## config.mk

```make
export PLATFORM = sky130hd
export DESIGN_NAME = ltl_violation_collector
export DESIGN_NICKNAME = d
export VERILOG_FILES = /design/src/rtl/ltl_violation_collector.sv
export SDC_FILE = /design/constraint.sdc
export NUM_CORES = 1
export LEC_CHECK = 0
export ABC_AREA = 1
export BUFFER_PORTS_ARGS = -buffer_cell sky130_fd_sc_hd__buf_2
export CORE_ASPECT_RATIO = 0.5
export CORE_MARGIN = 10
export CORE_UTILIZATION = 30
export DETAILED_ROUTE_END_ITERATION = 10
export HOLD_SLACK_MARGIN = 0.03
export PLACE_DENSITY_LB_ADDON = 0.25
export SYNTH_ARGS = -nofsm -noshare
export SYNTH_HDL_FRONTEND = slang
export SYNTH_SLANG_ARGS = --single-unit
```

## constraint.sdc

```tcl
create_clock -name clk -period 2.15 [get_ports clk]
set_clock_uncertainty 0.05 [all_clocks]
set_input_delay 0.215 -clock clk [delete_from_list [all_inputs] [get_ports clk]]
set_output_delay 0.215 -clock clk [all_outputs]
set_load 0.01 [all_outputs]
```

## src/rtl/ltl_violation_collector.sv

```systemverilog
// Timestamps LTL cluster violations into a show-ahead FIFO (push cycle N -> rpt_valid N+1), keeps hit counters and irq.
// Backpressure: rpt_ready stalls the head entry; when the FIFO is full and there is no pop, new entries are dropped and counted.
module ltl_violation_collector #(
  parameter int NUM_PROPS = 5,
  parameter int SYM_W     = 8,
  parameter int TS_W      = 16,
  parameter int DEPTH     = 8,
  parameter int CNT_W     = 8
) (
  input  logic                       clk,
  input  logic                       reset,
  input  logic                       run,
  input  logic [SYM_W-1:0]           symbols,
  input  logic [NUM_PROPS-1:0]       ltl_hits,
  input  logic                       clear,
  output logic                       rpt_valid,
  input  logic                       rpt_ready,
  output logic [TS_W-1:0]            rpt_ts,
  output logic [NUM_PROPS-1:0]       rpt_hits,
  output logic [SYM_W-1:0]           rpt_sym,
  output logic [$clog2(DEPTH):0]     fifo_level,
  output logic                       overflow,
  output logic [CNT_W-1:0]           drop_cnt,
  output logic [NUM_PROPS*CNT_W-1:0] hit_cnt,
  output logic                       irq
);

  localparam int PTR_W = $clog2(DEPTH);
  localparam int LVL_W = PTR_W + 1;

  typedef struct packed {
    logic [TS_W-1:0]      ts;
    logic [NUM_PROPS-1:0] hits;
    logic [SYM_W-1:0]     sym;
  } entry_t;

  logic [TS_W-1:0]  ts;
  logic [TS_W-1:0]  ts_d;
  logic [SYM_W-1:0] sym_d;
  logic             run_d;

  entry_t           mem [DEPTH];
  entry_t           head;
  logic [PTR_W-1:0] rd_ptr;
  logic [PTR_W-1:0] wr_ptr;

  logic push_req;
  logic push;
  logic full;
  logic pop;
  logic wr_en;
  logic drop;

  // Symbol and timestamp delayed one cycle so they line up with the cluster flags.
  always_ff @(posedge clk or negedge reset) begin
    if (!reset) begin
      ts    <= '0;
      ts_d  <= '0;
      sym_d <= '0;
      run_d <= 1'b0;
    end else if (clear) begin
      ts    <= '0;
      ts_d  <= '0;
      sym_d <= '0;
      run_d <= 1'b0;
    end else begin
      run_d <= run;
      sym_d <= symbols;
      ts_d  <= ts;
      if (run) ts <= ts + TS_W'(1);
    end
  end

  always_comb begin
    push_req = run_d & (|ltl_hits);
    push     = push_req & ~clear;
    full     = (fifo_level == LVL_W'(DEPTH));
    pop      = rpt_valid & rpt_ready;
    // A pop frees the slot the incoming entry needs, so a full FIFO still accepts.
    wr_en    = push & (~full | pop);
    drop     = push & full & ~pop;
  end

  always_ff @(posedge clk or negedge reset) begin
    if (!reset) begin
      for (int i = 0; i < DEPTH; i++) mem[i] <= '0;
      rd_ptr     <= '0;
      wr_ptr     <= '0;
      fifo_level <= '0;
    end else if (clear) begin
      rd_ptr     <= '0;
      wr_ptr     <= '0;
      fifo_level <= '0;
    end else begin
      if (wr_en) begin
        mem[wr_ptr] <= '{ts: ts_d, hits: ltl_hits, sym: sym_d};
        wr_ptr      <= wr_ptr + PTR_W'(1);
      end
      if (pop) rd_ptr <= rd_ptr + PTR_W'(1);
      case ({wr_en, pop})
        2'b10:   fifo_level <= fifo_level + LVL_W'(1);
        2'b01:   fifo_level <= fifo_level - LVL_W'(1);
        default: fifo_level <= fifo_level;
      endcase
    end
  end

  always_ff @(posedge clk or negedge reset) begin
    if (!reset) begin
      overflow <= 1'b0;
      drop_cnt <= '0;
    end else if (clear) begin
      overflow <= 1'b0;
      drop_cnt <= '0;
    end else if (drop) begin
      overflow <= 1'b1;
      if (drop_cnt != {CNT_W{1'b1}}) drop_cnt <= drop_cnt + CNT_W'(1);
    end
  end

  // Counters see every captured flag, including those of dropped entries.
  always_ff @(posedge clk or negedge reset) begin
    if (!reset) begin
      hit_cnt <= '0;
    end else if (clear) begin
      hit_cnt <= '0;
    end else if (push) begin
      for (int i = 0; i < NUM_PROPS; i++) begin
        if (ltl_hits[i] && (hit_cnt[i*CNT_W +: CNT_W] != {CNT_W{1'b1}}))
          hit_cnt[i*CNT_W +: CNT_W] <= hit_cnt[i*CNT_W +: CNT_W] + CNT_W'(1);
      end
    end
  end

  assign head      = mem[rd_ptr];
  assign rpt_ts    = head.ts;
  assign rpt_hits  = head.hits;
  assign rpt_sym   = head.sym;
  assign rpt_valid = (fifo_level != '0);
  assign irq       = rpt_valid | overflow;

endmodule
```

==> results.toml <==
[sta]
hold_viol_final = 0
finalCriticalPeriod_ns = 2.37
tns_ns = -4.75
maxSlewHeadroom_pct = 56.3
fmax_ghz = 0.421
tightest_slew_ns = 0.656
setup_ws_ns = -0.223
fin_crit_sh_pct = 110
rsz0062_at_grt = "true"
maxSlewViolCount = 0
finalSetupViolations = 29

[logic_synthesis]
synth_top_family_by_area = "simple AND/OR/NAND/NOR gates"
synthCells = 1795
muxShareOfSynthArea_pct = 0
ys_warn_count = 0
avgSynthCellArea_sq_um = 8.49
synthSimpleGateAreaFrac_pct = 19.2
synth.distinct_cells = 42
synthXorXnorAreaFrac_pct = 0.977
syn-cell-area_sq_mm = 0.0152
synth_compound_area_share_pct = 17.3
synthAdderAreaFrac_pct = 0.903
ys_ff_latch = 332
syn-num-nets = 1824
yosysSeqAreaShare_pct = 54.5

[die]
die_h_um = 179
coreArea_sq_mm = 0.0502
io-pin-count = 102
die_w_um = 339
die-area_sq_mm = 0.0608
num_rows = 58
start_util_pct = 30.4

[route]
routed-via-count = 12600
drt_iter0_markers = 896
routed_via_density = 4.79
drcViolationCount = 0
wl_um = 45900
wire_per_inst_um = 17.4
dr.pass1.iters = 5
ant_nets = 0

[layout]
final-seq-area_sq_mm = 0.00831
final_cell_mix = "nand2_1, dfrtp_1, nor2_1"
num-nets-final = 1943
nFillCells = 5203
mostFrequentLayoutCell = "nand2_1"
antenna_cells = 0
multi_input_area_sq_mm = 0.00601
area_delta_synth_final_pct = 23.8
drive_above_1_share_pct = 15.6
stdcell_count = 2632

[cts]
clkLatencyLatePin_ns = 0.55
clockBufferDepth = 3
clk_pin_slew_ns = 0.06
h-tree-depth = 2
clock-sinks = 332
cts_root_buffer = "clkbuf_16"
numCtsBuffers = 36
cts_tree = "done"

[flow_run]
drv_cap = 0

[global_route]
grt_antenna_before_repair = 0
grt_pass1_wl_um = 71400
grt_max_degree = 59
grt_use_total_pct = 14.3
gr-total-overflow = 0
grt_pass1_vias = 12500

[power_and_ir_drop]
peakVddDrop_uv = 474
seqPwrFrac_pct = 37.2
powerDensity_mw_per_mm2 = 973
switching_share_pct = 32.1
internal-power_w = 0.0125
p_comb_share_pct = 27.7
pwr-share-clk_pct = 35.1
p_leak_nw = 8.48
switching_power_w = 0.00589

[place]
portBuffers = 101
dp_cells = 2521
finalWeightedCongestion = 0.776
pre_cts_slack_ns = 0.191
dp_hpwl_um = 26200

[critical_path]
end_kind = "primary output"
crit_required_ns = 1.88
crit_arrival_ns = 2.11
worst-path-max-fanout = 13
critical_path_class = "flip-flop to primary output"
critPathLaunchType = "flip-flop"

[status]
violations = "negative setup slack"
status = "finished with violations"

[min_path]
min_path_type = "primary input to flip-flop"
-- synth_stat cells, drive strengths merged --
master	n	area [sq um]
xnor2	2	17.5
clkinv	1	3.75
o21a	3	22.5
nand3	38	213
o22ai	30	188
o41ai	1	8.76
o31ai	10	75.1
dfrtp	332	8310
xor2	15	131
ha	11	138
buf	49	384
nand3b	1	7.51
nor2	270	1030
nor4	10	62.6
nor3	13	81.3
nand4	28	260
clkbuf	58	221
nand2	336	1270
a211oi	1	7.51
o21ai	403	2020
nor3b	1	7.51
a21oi	24	120
a31oi	30	194
inv	128	480
-- what timing repair did --
action / CTS / global route
hold endpoints to repair: 326 / 0
pin swaps: 8 / 17
hold buffers: 13 / 0
cloned: 5 / 12
resized for setup: 37 / 67
endpoints found under the setup margin: 29 / 42
setup buffers: 4 / 11
-- per-layer routing --
metal | track usage (%) | wire, um | up-vias
li1 | - | - | 6220
met1 | 20.0 | 23100 | 6137
met2 | 22.9 | 20400 | 191
met3 | 2.38 | 1710 | 50
met4 | 3.06 | 656 | 0
met5 | 0 | 0 | -
-- sequential cells by signal, summed over array words and instances (netlist names) --
name        count
ts             16
hit_cnt        40
wr_ptr          3
run_d           1
drop_cnt        8
mem           232
fifo_level      4
sym_d           8
rd_ptr          3
overflow        1
ts_d           16
-- final cells by class --
cell class	instances	share of cell area (%)
Tap cell	690	4.57
Timing Repair Buffer	188	10.4
Multi-Input combinational cell	1227	31.9
Clock buffer	47	5.31
Inverter	129	2.66
Clock inverter	19	1.16
Sequential cell	332	44.0
-- path summary, 6_finish.rpt --
| kind | slack [ns] | from | to | cells after the start |
|---|---|---|---|---|
| min reg2reg | 0.43 | mem[70] | mem[70] | 2 |
| min in group asynchronous | 0.16 | reset | ts_d[12] | 2 |
| max reg2reg | 0.22 | fifo_level[1] | fifo_level[3] | 12 |
| max in group asynchronous | 1.21 | reset | mem[225] | 3 |
| max | -0.22 | rd_ptr[0] | rpt_ts[0] | 7 |
| min | 0.09 | ltl_hits[2] | hit_cnt[23] | 3 |
-- worst max-delay path: stages, from the launching register on --
cell and delay, ns:
dfrtp_4 0.56, clkinv_8 0.12, buf_16 0.15, nor2_1 0.04
o22ai_1 0.17, nor2_1 0.08, a31oi_2 0.26, buf_2 0.20
-- logic make-up (layout without fill, tap and decap cells) --
| kind of cell | Yosys count | in the layout |
|---|---|---|
| DFF | 332 | 332 |
| AOI/OAI and AO/OA | 502 | 502 |
| buffers and inverters | 236 | 383 |
| adders and majority gates | 11 | 11 |
| and+or+nand+nor | 697 | 697 |
| xor gates and xnor gates | 17 | 17 |
-- metrics by stage --
stage          area, sq um  power, W  hold WS [ns]  utilization [%]
6_report             18900    0.0184        0.0906             37.6
5_1_grt              18900    0.0193        0.0908             37.6
4_1_cts              18300    0.0178        0.0399             36.4
3_5_place_dp         16600    0.0108         0.145             33.1
3_3_place_gp         16600    0.0108         0.142             33.1
2_1_floorplan        15200   0.00918        -0.131                -
-- power groups by stage --
stage / Clock, W / Combinational [W] / Sequential [W]
after floorplan: 0 / 0.00229 / 0.00689
after CTS: 0.00663 / 0.00435 / 0.00681
after global placement: 0 / 0.00388 / 0.00690
after detailed placement: 0 / 0.00389 / 0.00691
after global routing: 0.00690 / 0.00554 / 0.00687
final: 0.00645 / 0.00509 / 0.00683
Note: power is estimated with default switching activity, not from simulation.
